==> src/rtl/mandelbrot_pkg.sv <==
// ---------------------------------------------------------------------------
// mandelbrot_pkg
//   Shared types for the Mandelbrot pixel packer: FSM state encoding, the
//   beat carried through the output FIFO ({last, first, data}) and a helper
//   that assembles a beat from two iteration-count nibbles.
// ---------------------------------------------------------------------------
package mandelbrot_pkg;

  localparam int NIBBLE_W = 4;
  localparam int BYTE_W   = 8;

  typedef enum logic [2:0] {
    PKR_IDLE      = 3'd0,
    PKR_ISSUE     = 3'd1,
    PKR_WAIT_BUSY = 3'd2,
    PKR_WAIT_DONE = 3'd3,
    PKR_PUSH      = 3'd4
  } pkr_state_t;

  // One FIFO entry: frame markers travel with the byte they qualify.
  typedef struct packed {
    logic              last;
    logic              first;
    logic [BYTE_W-1:0] data;
  } pkr_beat_t;

  localparam int BEAT_W = $bits(pkr_beat_t);

  // Even pixel goes to the low nibble, odd pixel to the high nibble.
  function automatic pkr_beat_t pkr_pack_beat(input logic                last,
                                               input logic                first,
                                               input logic [NIBBLE_W-1:0] hi,
                                               input logic [NIBBLE_W-1:0] lo);
    pkr_beat_t b;
    b.last  = last;
    b.first = first;
    b.data  = {hi, lo};
    return b;
  endfunction

endpackage

==> src/rtl/pkr_sync_fifo.sv <==
// ---------------------------------------------------------------------------
// pkr_sync_fifo
//   Small synchronous FIFO with a registered head. Read/write pointers carry
//   one extra wrap bit so full and empty are distinguished without a counter.
//   The head register is loaded from the post-update pointers, so a word
//   pushed into an empty FIFO shows up one cycle later (no fall-through) and
//   the head is held stable while nobody pops.
// Ports
//   clk, reset       clock, synchronous active-high reset (flushes pointers)
//   push_i           write push_data_i (ignored when full unless popping)
//   push_data_i      word to store
//   pop_i            consume the head word when valid_o=1
//   full_o           no room for another push
//   valid_o          pop_data_o holds a valid head word
//   pop_data_o       head word (zero while empty)
// ---------------------------------------------------------------------------
module pkr_sync_fifo #(
  parameter int WIDTH = 10,
  parameter int DEPTH = 4
) (
  input  logic             clk,
  input  logic             reset,
  input  logic             push_i,
  input  logic [WIDTH-1:0] push_data_i,
  input  logic             pop_i,
  output logic             full_o,
  output logic             valid_o,
  output logic [WIDTH-1:0] pop_data_o
);

  localparam int AW = $clog2(DEPTH);

  logic [WIDTH-1:0] mem_q [DEPTH];
  logic [AW:0]      wr_ptr_q, wr_ptr_d;
  logic [AW:0]      rd_ptr_q, rd_ptr_d;
  logic             valid_q, valid_d;
  logic [WIDTH-1:0] data_q, data_d;
  logic [WIDTH-1:0] head_s;
  logic             full_s;
  logic             do_pop_s;
  logic             do_push_s;

  assign full_s    = (wr_ptr_q[AW] != rd_ptr_q[AW]) &&
                     (wr_ptr_q[AW-1:0] == rd_ptr_q[AW-1:0]);
  assign do_pop_s  = pop_i & valid_q;
  // A pop frees the slot in the same cycle, so push is allowed when full.
  assign do_push_s = push_i & (~full_s | do_pop_s);

  // Pointer advance and next head selection.
  always_comb begin
    rd_ptr_d = rd_ptr_q + {{AW{1'b0}}, do_pop_s};
    wr_ptr_d = wr_ptr_q + {{AW{1'b0}}, do_push_s};
    // The new head is the word being written when it lands in the head slot.
    if (do_push_s && (wr_ptr_q[AW-1:0] == rd_ptr_d[AW-1:0])) begin
      head_s = push_data_i;
    end else begin
      head_s = mem_q[rd_ptr_d[AW-1:0]];
    end
    if (rd_ptr_d == wr_ptr_d) begin
      valid_d = 1'b0;
      data_d  = '0;
    end else begin
      valid_d = 1'b1;
      data_d  = head_s;
    end
  end

  // Pointer and head registers.
  always_ff @(posedge clk) begin
    if (reset) begin
      wr_ptr_q <= '0;
      rd_ptr_q <= '0;
      valid_q  <= 1'b0;
      data_q   <= '0;
    end else begin
      wr_ptr_q <= wr_ptr_d;
      rd_ptr_q <= rd_ptr_d;
      valid_q  <= valid_d;
      data_q   <= data_d;
    end
  end

  // Storage array; contents are don't-care until a pointer makes them valid.
  always_ff @(posedge clk) begin
    if (do_push_s) begin
      mem_q[wr_ptr_q[AW-1:0]] <= push_data_i;
    end
  end

  assign full_o     = full_s;
  assign valid_o    = valid_q;
  assign pop_data_o = data_q;

endmodule

==> src/rtl/mandelbrot_pixel_packer.sv <==
// ---------------------------------------------------------------------------
// mandelbrot_pixel_packer
//   Drives the Mandelbrot iteration engine one pixel at a time, captures each
//   4-bit iteration count and packs two pixels per byte (even pixel in the low
//   nibble). Bytes go through a small FIFO onto a valid/ready stream tagged
//   with frame-start / frame-end markers.
// Ports
//   clk, reset     clock, synchronous active-high reset
//   enable         frame generation allowed (low pauses between pixels)
//   eng_run        one-cycle pulse: engine computes the next pixel
//   eng_running    engine busy flag
//   eng_ctr        engine iteration count, valid while eng_running=0
//   eng_finished   engine frame-complete flag
//   out_data       packed byte [3:0]=even pixel, [7:4]=odd pixel
//   out_valid      out_data valid
//   out_ready      consumer accepts (transfer on out_valid & out_ready)
//   out_first      out_data is the first byte of a frame
//   out_last       out_data is the last byte of a frame
//   frame_done     one-cycle pulse after the out_last byte transfers
//   busy           FSM active or FIFO holding data
// ---------------------------------------------------------------------------
module mandelbrot_pixel_packer
  import mandelbrot_pkg::*;
#(
  parameter int FIFO_DEPTH = 4,
  parameter bit CONTINUOUS = 1'b1
) (
  input  logic                clk,
  input  logic                reset,
  input  logic                enable,
  output logic                eng_run,
  input  logic                eng_running,
  input  logic [NIBBLE_W-1:0] eng_ctr,
  input  logic                eng_finished,
  output logic [BYTE_W-1:0]   out_data,
  output logic                out_valid,
  input  logic                out_ready,
  output logic                out_first,
  output logic                out_last,
  output logic                frame_done,
  output logic                busy
);

  pkr_state_t          state_q, state_d;
  logic [NIBBLE_W-1:0] pix_q, pix_d;       // count of the pixel just finished
  logic                last_q, last_d;     // that pixel ends the frame
  logic [NIBBLE_W-1:0] low_q, low_d;       // parked even pixel
  logic                odd_q, odd_d;       // next captured pixel is the odd one
  logic                first_pend_q, first_pend_d;
  logic                armed_q, armed_d;   // enable rose since the last frame
  logic                en_prev_q;
  logic                eng_run_q, eng_run_d;
  logic                frame_done_q;

  logic                en_rise_s;
  logic                start_s;
  logic                push_s;
  pkr_beat_t           push_beat_s;
  pkr_beat_t           fifo_beat_s;
  logic                fifo_full_s;
  logic                fifo_valid_s;
  logic                xfer_s;

  assign en_rise_s = enable & ~en_prev_q;
  // One-shot mode needs a fresh enable edge; continuous mode restarts freely.
  assign start_s   = enable & eng_finished & (CONTINUOUS | armed_q | en_rise_s);
  assign xfer_s    = fifo_valid_s & out_ready;

  // Next-state, nibble packing and FIFO push decode.
  always_comb begin
    state_d      = state_q;
    pix_d        = pix_q;
    last_d       = last_q;
    low_d        = low_q;
    odd_d        = odd_q;
    first_pend_d = first_pend_q;
    armed_d      = armed_q | en_rise_s;
    eng_run_d    = 1'b0;
    push_s       = 1'b0;
    push_beat_s  = '0;

    case (state_q)
      PKR_IDLE: begin
        if (start_s) begin
          state_d = PKR_ISSUE;
          armed_d = 1'b0;
        end else begin
          state_d = PKR_IDLE;
        end
      end

      PKR_ISSUE: begin
        // Checking for room here guarantees the coming push cannot overflow.
        if (enable && !fifo_full_s) begin
          eng_run_d = 1'b1;
          state_d   = PKR_WAIT_BUSY;
        end else begin
          state_d   = PKR_ISSUE;
        end
      end

      PKR_WAIT_BUSY: begin
        if (eng_running) begin
          state_d = PKR_WAIT_DONE;
        end else begin
          state_d = PKR_WAIT_BUSY;
        end
      end

      PKR_WAIT_DONE: begin
        if (!eng_running) begin
          pix_d   = eng_ctr;
          last_d  = eng_finished;
          state_d = PKR_PUSH;
        end else begin
          state_d = PKR_WAIT_DONE;
        end
      end

      PKR_PUSH: begin
        if (!odd_q) begin
          low_d = pix_q;
          if (last_q) begin
            // Odd-length frame: flush the lone pixel with a zero high nibble.
            push_s       = 1'b1;
            push_beat_s  = pkr_pack_beat(1'b1, first_pend_q, 4'h0, pix_q);
            first_pend_d = 1'b1;
            odd_d        = 1'b0;
            state_d      = PKR_IDLE;
          end else begin
            odd_d   = 1'b1;
            state_d = PKR_ISSUE;
          end
        end else begin
          push_s      = 1'b1;
          push_beat_s = pkr_pack_beat(last_q, first_pend_q, pix_q, low_q);
          odd_d       = 1'b0;
          if (last_q) begin
            first_pend_d = 1'b1;
            state_d      = PKR_IDLE;
          end else begin
            first_pend_d = 1'b0;
            state_d      = PKR_ISSUE;
          end
        end
      end

      default: begin
        state_d = PKR_IDLE;
      end
    endcase
  end

  // FSM, pixel/nibble registers and registered strobes.
  always_ff @(posedge clk) begin
    if (reset) begin
      state_q      <= PKR_IDLE;
      pix_q        <= 4'h0;
      last_q       <= 1'b0;
      low_q        <= 4'h0;
      odd_q        <= 1'b0;
      first_pend_q <= 1'b1;
      armed_q      <= 1'b0;
      en_prev_q    <= 1'b0;
      eng_run_q    <= 1'b0;
      frame_done_q <= 1'b0;
    end else begin
      state_q      <= state_d;
      pix_q        <= pix_d;
      last_q       <= last_d;
      low_q        <= low_d;
      odd_q        <= odd_d;
      first_pend_q <= first_pend_d;
      armed_q      <= armed_d;
      en_prev_q    <= enable;
      eng_run_q    <= eng_run_d;
      frame_done_q <= xfer_s & fifo_beat_s.last;
    end
  end

  pkr_sync_fifo #(
    .WIDTH (BEAT_W),
    .DEPTH (FIFO_DEPTH)
  ) u_fifo (
    .clk         (clk),
    .reset       (reset),
    .push_i      (push_s),
    .push_data_i (push_beat_s),
    .pop_i       (out_ready),
    .full_o      (fifo_full_s),
    .valid_o     (fifo_valid_s),
    .pop_data_o  (fifo_beat_s)
  );

  assign eng_run    = eng_run_q;
  assign out_valid  = fifo_valid_s;
  assign out_data   = fifo_beat_s.data;
  assign out_first  = fifo_beat_s.first;
  assign out_last   = fifo_beat_s.last;
  assign frame_done = frame_done_q;
  assign busy       = (state_q != PKR_IDLE) | fifo_valid_s;

endmodule
==> config.mk <==
export PLATFORM = sky130hd
export DESIGN_NAME = mandelbrot_pixel_packer
export DESIGN_NICKNAME = d
export VERILOG_FILES = /design/src/rtl/mandelbrot_pkg.sv /design/src/rtl/pkr_sync_fifo.sv /design/src/rtl/mandelbrot_pixel_packer.sv
export SDC_FILE = /design/constraint.sdc
export NUM_CORES = 1
export LEC_CHECK = 0
export BUFFER_PORTS_ARGS = -buffer_cell sky130_fd_sc_hd__buf_2
export CAP_MARGIN = 20
export CORE_MARGIN = 1
export CORE_UTILIZATION = 45
export DETAILED_ROUTE_END_ITERATION = 7
export SLEW_MARGIN = 20
export SYNTH_ARGS = -nofsm -noshare
export SYNTH_HDL_FRONTEND = slang
export SYNTH_SLANG_ARGS = --single-unit
==> constraint.sdc <==
create_clock -name clk -period 3.72 [get_ports clk]
set_input_delay 0 -clock clk [delete_from_list [all_inputs] [get_ports clk]]
set_output_delay 0 -clock clk [all_outputs]
set_load 0.05 [all_outputs]
# Yosys cells after proc, flatten, opt, wreduce, memory -nomap -nowiden
# Memories as Yosys holds them, arrays and structs flattened. A register that Yosys moved wholly into a read port is not among the register bits.
# Cells that the tools add are included.
[word_totals] reg_bits=23 ram_bits=40 in_bits=10 wordCells=62 n_memories=1
[mem_list] memory="u_fifo.mem_q" words=4 word_bits=10 rd=1 rd_clocked_by_memory_dff=1 wr=1 line="pkr_sync_fifo.sv:33" source="logic [WIDTH-1:0] mem_q [DEPTH];"
[op_classes] addsub=2 eq_ne=7 n_mux=20 bitwise=10 reduce_logical=11
[ops] cell="$mux 10" count=3
[ops] cell="$pmux 3 s5" count=1
[ops] cell="$mux 1" count=14
[ops] cell="$add 3x1->3" count=2
[ops] cell="$eq 3x2->1 const B" count=2
[ops] cell="$reduce_and 2->1" count=3
[ops] cell="$and 1x1->1" count=4
[ops] cell="$not 1->1" count=4
[ops] cell="$reduce_or 2->1" count=2
[ops] cell="$eq 3x1->1 const B" count=1
[ops] cell="$eq 3x3->1" count=1
[ops] cell="$eq 3x3->1 const B" count=1
[ops] cell="$logic_not 3->1" count=1
[ops] cell="$mux 3" count=1
[ops] cell="$reduce_bool 3->1" count=1
[ops] cell="$eq 2x2->1" count=1
[ops] cell="$logic_and 1x1->1" count=2
[ops] cell="$mux 2" count=1
[ops] cell="$or 1x1->1" count=2
[ops] cell="$reduce_bool 2->1" count=1
[ops] cell="$logic_not 1->1" count=1
[ops] cell="$ne 1x1->1" count=1

# Depth between registers and ports, before layout
# Gate-level depths: netlist (run 1).
[logic_depth] depth_word=8 mapped_depth=12

# By module
# A second synthesis (run 1) with hierarchy kept.
[unflattened] cells_unflattened=221 area_unflattened_um2=3002.9
[modules_own_cells] module="pkr_sync_fifo" n_inst=1 cells_each=136 area_each_um2=2260.9 seq_area_each_um2=1541.5
[modules_own_cells] module="mandelbrot_pixel_packer" n_inst=1 cells_each=85 area_each_um2=742.0 seq_area_each_um2=320.3

# Worst setup path after synthesis (run 1)
# Ideal clock, no wire load.
[synth_path] path_kind="flip-flop to flip-flop" start="register state_q[2]" end="register u_fifo.data_q[0] (netlist: u_fifo.pop_data_o[0]), read port of u_fifo.mem_q" t_arrival_ns=2.435 t_required_ns=3.588 slack_ns=1.153 stages_incl_launch_ff=13 n_path_buf=3 cell_sequence="dfxtp_1 > buf_4 > or3b_1 > buf_2 > or3_1 > inv_1 > ha_1 > ha_1 > xnor2_1 > xnor2_1 > a31o_2 > clkbuf_1 > a21oi_1"
[synth_via] elab_chain_len=6
[synth_rtl] item="from (decl)" line="mandelbrot_pixel_packer.sv:44" source="pkr_state_t state_q, state_d;"
[synth_rtl] item="from (signal assigned)" line="mandelbrot_pixel_packer.sv:168" source="state_q <= state_d;"
[synth_rtl] item="$eq 3x3->1" line="mandelbrot_pixel_packer.sv:82" source="case (state_q)"
[synth_rtl] item="$mux 1" line="mandelbrot_pixel_packer.sv:82"
[synth_rtl] item="$and 1x1->1" line="pkr_sync_fifo.sv:47" source="assign do_push_s = push_i & (~full_s | do_pop_s);"
[synth_rtl] item="$add 3x1->3" line="pkr_sync_fifo.sv:52" source="wr_ptr_d = wr_ptr_q + {{AW{1'b0}}, do_push_s};"
[synth_rtl] item="$eq 3x3->1" line="pkr_sync_fifo.sv:59" source="if (rd_ptr_d == wr_ptr_d) begin"
[synth_rtl] item="$reduce_or 2->1 (no line)"
[synth_rtl] item="to (decl)" line="pkr_sync_fifo.sv:37" source="logic [WIDTH-1:0] data_q, data_d;"
# No other way between the ends.
# A chain may end at the register's enable or synchronous reset.

# Worst setup path in the final report (run 1)
[layout_path] start="register state_q[2]" end="register u_fifo.data_q[1] (netlist: u_fifo.pop_data_o[1]), read port of u_fifo.mem_q"
# The elaborated chain is that of the path after synthesis.

==> summary.md, run 1 <==
| Metric | Value |
|---|---|
| Status | `completed` |
| Highest metal used | `met4` |
| Skew-Pair Late Insertion Delay | `0.34 ns` |
| Relative slew slack | `0.554` |
| Layout cells sized above 1 | `0.213` |
| DR vias/cell | `5.33` |
| Syn Area/Cell | `12.9 sq um` |
| Die X | `83.3 microns` |
| CTS tree | `yes` |
| FF-to-FF End | `u_fifo.pop_data_o[1]` |
| WL met2 | `2.59 mm` |
| Total core area | `6350 sq um` |
| Final setup fails | `0` |
| Sequential area share after synthesis | `0.625` |
| Setup bufs post-CTS | `0` |
| Ys Warns | `0` |
| Number of global-route vias before repair | `1,753` |
| 1st-pass router iterations | `4` |
| Metal3 WL | `328 microns` |
| Post-Syn Area | `2980 sq um` |
| First-pass GRT wire length | `9.18 mm` |
| P_int | `1.13 mW` |
| Clk slew on worst S/H paths | `0.07 ns` |
| # rows | `29` |
| Routed WL per cell | `16.4 microns` |
| Synth area leader | `edfxtp_1` |
| Leak | `1.22 nW` |
| Worst EP required | `3.94 ns` |
| Combinational share of power | `0.021` |
| DRT iter0 DRCs | `149` |
| CP startpoint | `state_q[2]` |
| Flop pwr share | `0.594` |
| Worst R2R Path Depth | `9` |
| Synth top area share | `0.404` |
| Final count of pins violating max slew | `0` |
| Commonest non-fill, non-tap cell in the layout | `edfxtp_1` |
| Fin crit share | `0.737` |
| Ys flop type | `edfxtp_1` |
| Syn nets | `244` |
| Final core utilization | `0.536` |
| Hold WC Path Type | `in -> reg` |
| DRC Markers | `0` |
| PwrDens | `419 nW/um^2` |
| Initial Utilization | `0.469` |
| Io pins | `24` |
| Distinct cell type count after synthesis | `38` |
| N_diodes | `0` |
| Drt total wl | `5.65 mm` |
| Clock network fraction of total power | `0.385` |
| Switching power | `0.290 mW` |
| Final net count | `276` |
| CP Capture Type | `flip-flop` |
| Num CTS Buffers | `9` |
| Antenna violations before repair | `0` |
| Sw frac | `0.204` |
| Final setup TNS | `0 ns` |
| Commonest non-fill, non-tap cells in the layout | `edfxtp_1 (40), dfxtp_1 (33), buf_2 (23)` |
| PostCTS Resize Cnt | `0` |
| Worst EP arrival | `2.96 ns` |
| H-tree Lvls | `3` |
| Crit-path max FO | `14` |
| GRT overflow | `0` |
| Post-synth ARST share | `0` |
| Area Growth Syn to Fin | `14.3%` |
| Post-synth EDFFs | `40` |
| Synthesized flop and latch total | `73` |
| Die area | `6940 sq um` |
| Synth area leaders | `edfxtp_1 (40%), dfxtp_1 (22%), mux4_2 (7.6%)` |
| Reg-to-Reg Start | `state_q[2]` |
| GRT Overall Usage | `0.176` |
| HPWL Detailed | `3.63 mm` |
| DR vias | `1,835` |
| Max-Cap Viols | `0` |
| Critical path class | `reg -> reg` |
| Crit path capture | `u_fifo.pop_data_o[1]` |
| Die span in y | `83.3 microns` |
| Fmax | `365 MHz` |
| Skew final | `0.00655 ns` |
| Routability cong. | `0.696` |
| Nature of the critical path startpoint | `flip-flop` |
| Antenna viol nets, final | `0` |
| Worst VDD drop | `0.000237 V` |
| Largest net degree at the start of global routing | `24` |
| Worst slew pin tran | `0.667 ns` |
| Instance count of the mapped netlist | `230` |
| Final hold vios | `0` |
| Clock Tree Root | `clkbuf_8` |
| WL met1 | `2.68 mm` |
| Min cycle time layout | `2.74 ns` |
| Clock buffer depth | `2` |
| Hold_buf cts | `6` |
| Number of port buffers | `23` |
| Clk sinks | `73` |
| RSZ-0062 raised after global routing | `false` |
| R2R Setup Slk | `0.98 ns` |
| Hold Worst Slack | `0.0761 ns` |
stage by stage:
| step | cells | cell area [sq um] | setup slack, ns | power, mW |
|---|---|---|---|---|
| floorplan | 230 | 2980 | 1.15 | 0.880 |
| global placement | 322 | 3170 | 1.05 | 0.889 |
| detailed placement | 322 | 3170 | 0.982 | 0.889 |
| CTS | 344 | 3400 | 0.969 | 1.44 |
| global route | 344 | 3400 | 0.759 | 1.48 |
| finish | 344 | 3400 | 0.979 | 1.42 |
sequential cells by signal, summed over array words and instances, names as in the netlist:
signal and count:
last_q 1, pix_q 4, u_fifo.mem_q 40, odd_q 1, state_q 3, first_pend_q 1, low_q 4, u_fifo.rd_ptr_q 3
u_fifo.pop_data_o 10, frame_done 1, u_fifo.wr_ptr_q 3, u_fifo.valid_o 1, eng_run 1
cells by family after synthesis:
logic type | Yosys count | share of synthesized area
buffers and inverters | 16 | 0.0248
and+or+nand+nor | 72 | 0.136
AOI/OAI and AO/OA | 39 | 0.0715
adders and majority gates | 4 | 0.0168
muxes | 16 | 0.0958
xor gates and xnor gates | 10 | 0.0294
DFF | 73 | 0.625
worst min path at each step:
| stage | startpoint | end | slack [ns] | depth (start not counted) |
|---|---|---|---|---|
| detailed placement | eng_ctr[0] | pix_q[0] | 0.24 | 3 |
| CTS | eng_running | state_q[0] | 0.07 | 5 |
| floorplan | reset | state_q[2] | 0.07 | 1 |
| global placement | eng_ctr[3] | pix_q[3] | 0.23 | 3 |
| finish | reset | u_fifo.rd_ptr_q[2] | 0.08 | 2 |
| global route | reset | pix_q[2] | 0.09 | 2 |
power by group through the flow:
stage / Clock [mW] / Sequential (mW) / Combinational [mW]
floorplan: 0 / 0.864 / 0.0158
global placement: 0 / 0.864 / 0.0253
detailed placement: 0 / 0.864 / 0.0253
CTS: 0.567 / 0.845 / 0.0301
global route: 0.600 / 0.845 / 0.0330
finish: 0.549 / 0.846 / 0.0300
per-layer routing:
metal / track usage / vias up
met4: 0.0956 / 0
met1: 0.244 / 880
met3: 0.0398 / 6
li1: - / 911
met2: 0.259 / 38
met5: 0 / -
layout make-up:
class / instances / area [sq um]
well taps: 77 / 96.3
inverters: 2 / 7.51
clock buffers: 14 / 163
multi-input cells: 141 / 1040
repair buffers: 35 / 220
fillers: 546 / 2950
flip-flops and latches: 73 / 1860
clock inverters: 2 / 12.5
synth_stat cells, types with 3 or more instances:
cell	instances
nand3_1	11
nor3_1	3
mux4_2	10
a21oi_1	21
mux2i_1	6
clkbuf_1	10
nand2_1	15
nor2b_1	5
ha_1	4
xnor2_1	6
dfxtp_1	33
o21ai_1	9
nand3b_1	4
o21ai_0	4
and3_1	5
nor2_1	13
edfxtp_1	40
xor2_1	4
nor3b_1	4
worst max-delay path: stages, from the launching register on:
cell	delay, ns
dfxtp_1	0.44
or3b_1	0.59
or3_1	0.49
inv_1	0.09
ha_1	0.15
ha_1	0.15
xnor2_1	0.15
xnor2_1	0.15
a31o_2	0.32
a21oi_1	0.07
(Power assumes the default switching activity.)
==> run 2: changes to the inputs <==
- clock period: 3.72 -> 2.7 ns (I/O delays scaled with it)
==> summary.md, run 2 (same netlist as run 1, synthesis figures left out) <==
| Metric | Value |
|---|---|
| Status | `completed` |
| Skew final | `0.00753 ns` |
| Routability cong. | `0.756` |
| Commonest non-fill, non-tap cell in the layout | `edfxtp_1` |
| Max-Cap Viols | `0` |
| Clock buffer depth | `2` |
| # rows | `29` |
| HPWL Detailed | `3.80 mm` |
| Clk sinks | `73` |
| DR vias/cell | `5.27` |
| Final core utilization | `0.555` |
| Worst EP arrival | `2.76 ns` |
| Antenna viol nets, final | `0` |
| P_int | `1.81 mW` |
| DRC Markers | `0` |
| Switching power | `0.416 mW` |
| Worst VDD drop | `0.000385 V` |
| Final setup fails | `0` |
| GRT overflow | `0` |
| Largest net degree at the start of global routing | `24` |
| Min cycle time layout | `2.50 ns` |
| Layer with the highest usage | `met2` |
| Fin crit share | `0.925` |
| Setup bufs post-CTS | `0` |
| Final setup TNS | `0 ns` |
| Leak | `1.29 nW` |
| Flop pwr share | `0.523` |
| Critical path class | `reg -> reg` |
| 1st-pass router iterations | `4` |
| Sw frac | `0.187` |
| Drt total wl | `5.82 mm` |
| Hold WC Path Type | `in -> reg` |
| Number of port buffers | `23` |
| GRT Overall Usage | `0.181` |
| Initial Utilization | `0.469` |
| Skew-Pair Late Insertion Delay | `0.34 ns` |
| Setup ws final | `0.203 ns` |
| GRT met1 Usage | `0.249` |
| Area Growth Syn to Fin | `18.5%` |
| H-tree Lvls | `3` |
| Die span in y | `83.3 microns` |
| Clk slew on worst S/H paths | `0.08 ns` |
| Final hold vios | `0` |
| Antenna violations before repair | `0` |
| Combinational share of power | `0.018` |
| GRT met2 Usage | `0.277` |
| Routed WL per cell | `16.6 microns` |
| Total core area | `6350 sq um` |
| Crit-path max FO | `11` |
| Worst EP required | `2.97 ns` |
| Final net count | `282` |
| CP Capture Type | `flip-flop` |
| Commonest non-fill, non-tap cells in the layout | `edfxtp_1 (40), dfxtp_1 (33), buf_2 (23)` |
| Worst slew pin tran | `0.643 ns` |
| Io pins | `24` |
| Die X | `83.3 microns` |
| Nature of the critical path startpoint | `flip-flop` |
| DRT iter0 DRCs | `99` |
| Die area | `6940 sq um` |
| Clock Tree Root | `clkbuf_8` |
| CTS tree | `yes` |
| Max reg flops | `40` |
| RSZ-0062 raised after global routing | `false` |
| DR vias | `1,845` |
| Post-Place Setup Slack | `0.0885 ns` |
| First-pass GRT wire length | `9.55 mm` |
| Num CTS Buffers | `9` |
| Clock network fraction of total power | `0.459` |
| Final count of pins violating max slew | `0` |
| Fmax | `400 MHz` |
| Layout cells sized above 1 | `0.242` |
| PwrDens | `632 nW/um^2` |
| Relative slew slack | `0.571` |
| Number of global-route vias before repair | `1,861` |
| N_diodes | `0` |
| Met3 Usage GRT | `0.0358` |
-- run 2: cell types whose count changed in the layout (fill, tap and decap cells not counted), moves of 2 or more --
cell / previous run / this run
buf_4: 6 / 13
bufinv_16: 0 / 3
clkbuf_1: 3 / 0
clkinv_1: 0 / 2
-- run 2: layer usage --
layer	share of wire	vias to the layer above
li1	-	921
met1	0.49	888
met2	0.47	30
met3	0.026	6
met4	0.011	0
met5	0	-
-- run 2: critical path, stage by stage (launching register included) --
cell and delay (ns):
dfxtp_1 0.46, xor2_1 0.15, nor4_2 0.37, or3_1 0.23, inv_1 0.07, ha_1 0.20, ha_1 0.20, xnor2_1 0.21
xnor2_1 0.11, a31o_4 0.28, a21oi_1 0.16
-- run 2: power by group through the flow --
stage	clock (mW)	sequential [mW]	combinational [mW]
3_3_place_gp	0	1.19	0.0352
2_1_floorplan	0	1.19	0.0218
5_1_grt	1.08	1.16	0.0440
4_1_cts	1.04	1.16	0.0409
6_report	1.02	1.16	0.0408
3_5_place_dp	0	1.19	0.0354
-- run 2: final cells by class --
| class | count | area (sq um) |
|---|---|---|
| clock buffers | 10 | 138 |
| clock inverters | 6 | 105 |
| fillers | 513 | 2820 |
| inverters | 2 | 7.51 |
| multi-input cells | 141 | 1060 |
| flip-flops and latches | 73 | 1860 |
| well taps | 77 | 96.3 |
| repair buffers | 41 | 263 |
-- run 2: repair_timing --
| action | 4_1_cts | 5_1_grt |
|---|---|---|
| resized for setup | 0 | 2 |
| hold endpoints to repair | 5 | 0 |
| hold buffers | 5 | 0 |
| setup endpoints to repair | 0 | 11 |
-- run 2: worst paths after layout --
path | slack, ns | start | cells past startpoint | to
max | 0.20 | u_fifo.wr_ptr_q[0] | 10 | u_fifo.pop_data_o[5]
min | 0.02 | enable | 3 | eng_run
max reg2reg | 0.20 | u_fifo.wr_ptr_q[0] | 10 | u_fifo.pop_data_o[5]
min reg2reg | 0.48 | low_q[3] | 2 | low_q[3]
-- run 2: per-stage QoR --
step / instances / cell area (sq um) / hold WS, ns / total power [mW]
floorplan: 230 / 2980 / 0.0716 / 1.21
global route: 350 / 3530 / 0.00730 / 2.29
CTS: 350 / 3510 / 0.000859 / 2.25
finish: 350 / 3530 / 0.0194 / 2.23
detailed placement: 329 / 3220 / 0.241 / 1.23
global placement: 329 / 3220 / 0.233 / 1.22
==> run 3: changes to the inputs <==
- REMOVE_ABC_BUFFERS: unset -> 1
==> summary.md, run 3 (same netlist as run 1, synthesis figures left out) <==
| Metric | Value |
|---|---|
| First-pass GRT wire length | `9.52 mm` |
| Final hold vios | `0` |
| RSZ-0062 raised after global routing | `false` |
| CP Capture Type | `flip-flop` |
| Initial Utilization | `0.469` |
| GRT Overall Usage | `0.182` |
| Crit-path slowest cell | `dfxtp_1` |
| Post-Place Setup Slack | `0.214 ns` |
| GRT overflow | `0` |
| Largest net degree at the start of global routing | `24` |
| Skew final | `0.0147 ns` |
| Num CTS Buffers | `9` |
| Routed WL per cell | `16.4 microns` |
| CTS tree | `yes` |
| H-tree Lvls | `3` |
| HPWL Detailed | `3.70 mm` |
| Io pins | `24` |
| Die X | `83.3 microns` |
| Layout cells sized above 1 | `0.242` |
| Relative slew slack | `0.467` |
| Final core utilization | `0.547` |
| Filler Cell Count | `547` |
| Clock buffer depth | `2` |
| Routability cong. | `0.750` |
| Number of global-route vias before repair | `1,842` |
| Final setup fails | `0` |
| DRT iter0 DRCs | `80` |
| Leak | `1.26 nW` |
| Crit-path max FO | `11` |
| Antenna viol nets, final | `0` |
| Multi-input logic area | `1050 sq um` |
| Setup ws final | `0.221 ns` |
| Max-Cap Viols | `0` |
| Status | `completed` |
| # rows | `29` |
| Die area | `6940 sq um` |
| Skew-Pair Late Insertion Delay | `0.34 ns` |
| Drt total wl | `5.74 mm` |
| Commonest non-fill, non-tap cell in the layout | `edfxtp_1` |
| DR vias/cell | `5.19` |
| 1st-pass router iterations | `4` |
| Final setup TNS | `0 ns` |
| Antenna violations before repair | `0` |
| Critical-path cell list | `or3b_1 > or3_1 > inv_1 > ha_1 > ha_1 > xnor2_1 > xnor2_1 > a31o_2 > a21oi_1` |
| DR vias | `1,817` |
| Total core area | `6350 sq um` |
| Number of port buffers | `23` |
| Worst VDD drop | `0.000292 V` |
| Max reg flops | `40` |
| Commonest non-fill, non-tap cells in the layout | `edfxtp_1 (40), dfxtp_1 (33), buf_2 (23)` |
| Clk slew on worst S/H paths | `0.08 ns` |
| PwrDens | `591 nW/um^2` |
| Fin crit share | `0.918` |
| Worst slew pin tran | `0.797 ns` |
| Clk sinks | `73` |
| Critical path class | `reg -> reg` |
| PostCTS Resize Cnt | `0` |
| DRC Markers | `0` |
| N_diodes | `0` |
| Die span in y | `83.3 microns` |
| Max incr delay on CP | `0.45 ns` |
| Nature of the critical path startpoint | `flip-flop` |
| Hold WC Path Type | `in -> reg` |
| Final count of pins violating max slew | `0` |
| Worst EP required | `2.91 ns` |
| Min cycle time layout | `2.48 ns` |
| Reg area | `1860 sq um` |
| Worst EP arrival | `2.69 ns` |
| Area Growth Syn to Fin | `16.7%` |
| Fmax | `403 MHz` |
| Final net count | `282` |
| Clock Tree Root | `clkbuf_8` |
## run 3: worst paths after layout
path / from / end / slack, ns / cells after the start
worst min-delay path: reset / last_q / 0.07 / 2
worst min register to register: first_pend_q / first_pend_q / 0.46 / 1
worst max-delay path: state_q[2] / u_fifo.pop_data_o[6] / 0.22 / 9
worst max register to register: state_q[2] / u_fifo.pop_data_o[6] / 0.22 / 9
## run 3: worst max-delay path: cells and delay by family (launching register included)
kind                       cells  cell delay (ns)
and+or+nand+nor                2             0.82
DFF                            1             0.45
AOI/OAI and AO/OA              2             0.40
adders and majority gates      2             0.30
xor gates and xnor gates       2             0.29
buffers and inverters          1             0.09
## run 3: layout make-up
cell class / instances / share of cell area
Clock buffer: 10 / 0.0367
Multi-Input combinational cell: 141 / 0.302
Clock inverter: 6 / 0.0195
Timing Repair Buffer: 41 / 0.0764
Sequential cell: 73 / 0.536
Tap cell: 77 / 0.0277
Inverter: 2 / 0.00216
## run 3: metal layers
layer	part of all wire	wire length, microns	GRT usage
met2	0.47	2690	0.271
met5	0	0	0
met1	0.49	2790	0.260
met4	0.0058	33	0.0799
met3	0.040	230	0.0368
## run 3: through the flow
stage	power (mW)	cells	hold slack, ns	cell area [sq um]
floorplan	1.21	216	0.0691	2910
global placement	1.22	328	0.233	3220
detailed placement	1.22	328	0.241	3220
CTS	2.07	350	0.0613	3470
global route	2.14	350	0.0715	3470
finish	2.05	350	0.0684	3470
## run 3: where the power goes
part / total [mW] / switching [mW] / leakage, nW / internal [mW]
combinational: 0.0414 / 0.0228 / 0.533 / 0.0186
sequential: 1.16 / 0.00377 / 0.632 / 1.16
clock: 0.849 / 0.418 / 0.0929 / 0.430
## run 3: repair_timing
action                     in CTS  in global routing
setup buffers                   0                  0
setup endpoints to repair       0                  0
hold buffers                    6                  0
hold endpoints to repair        6                  0
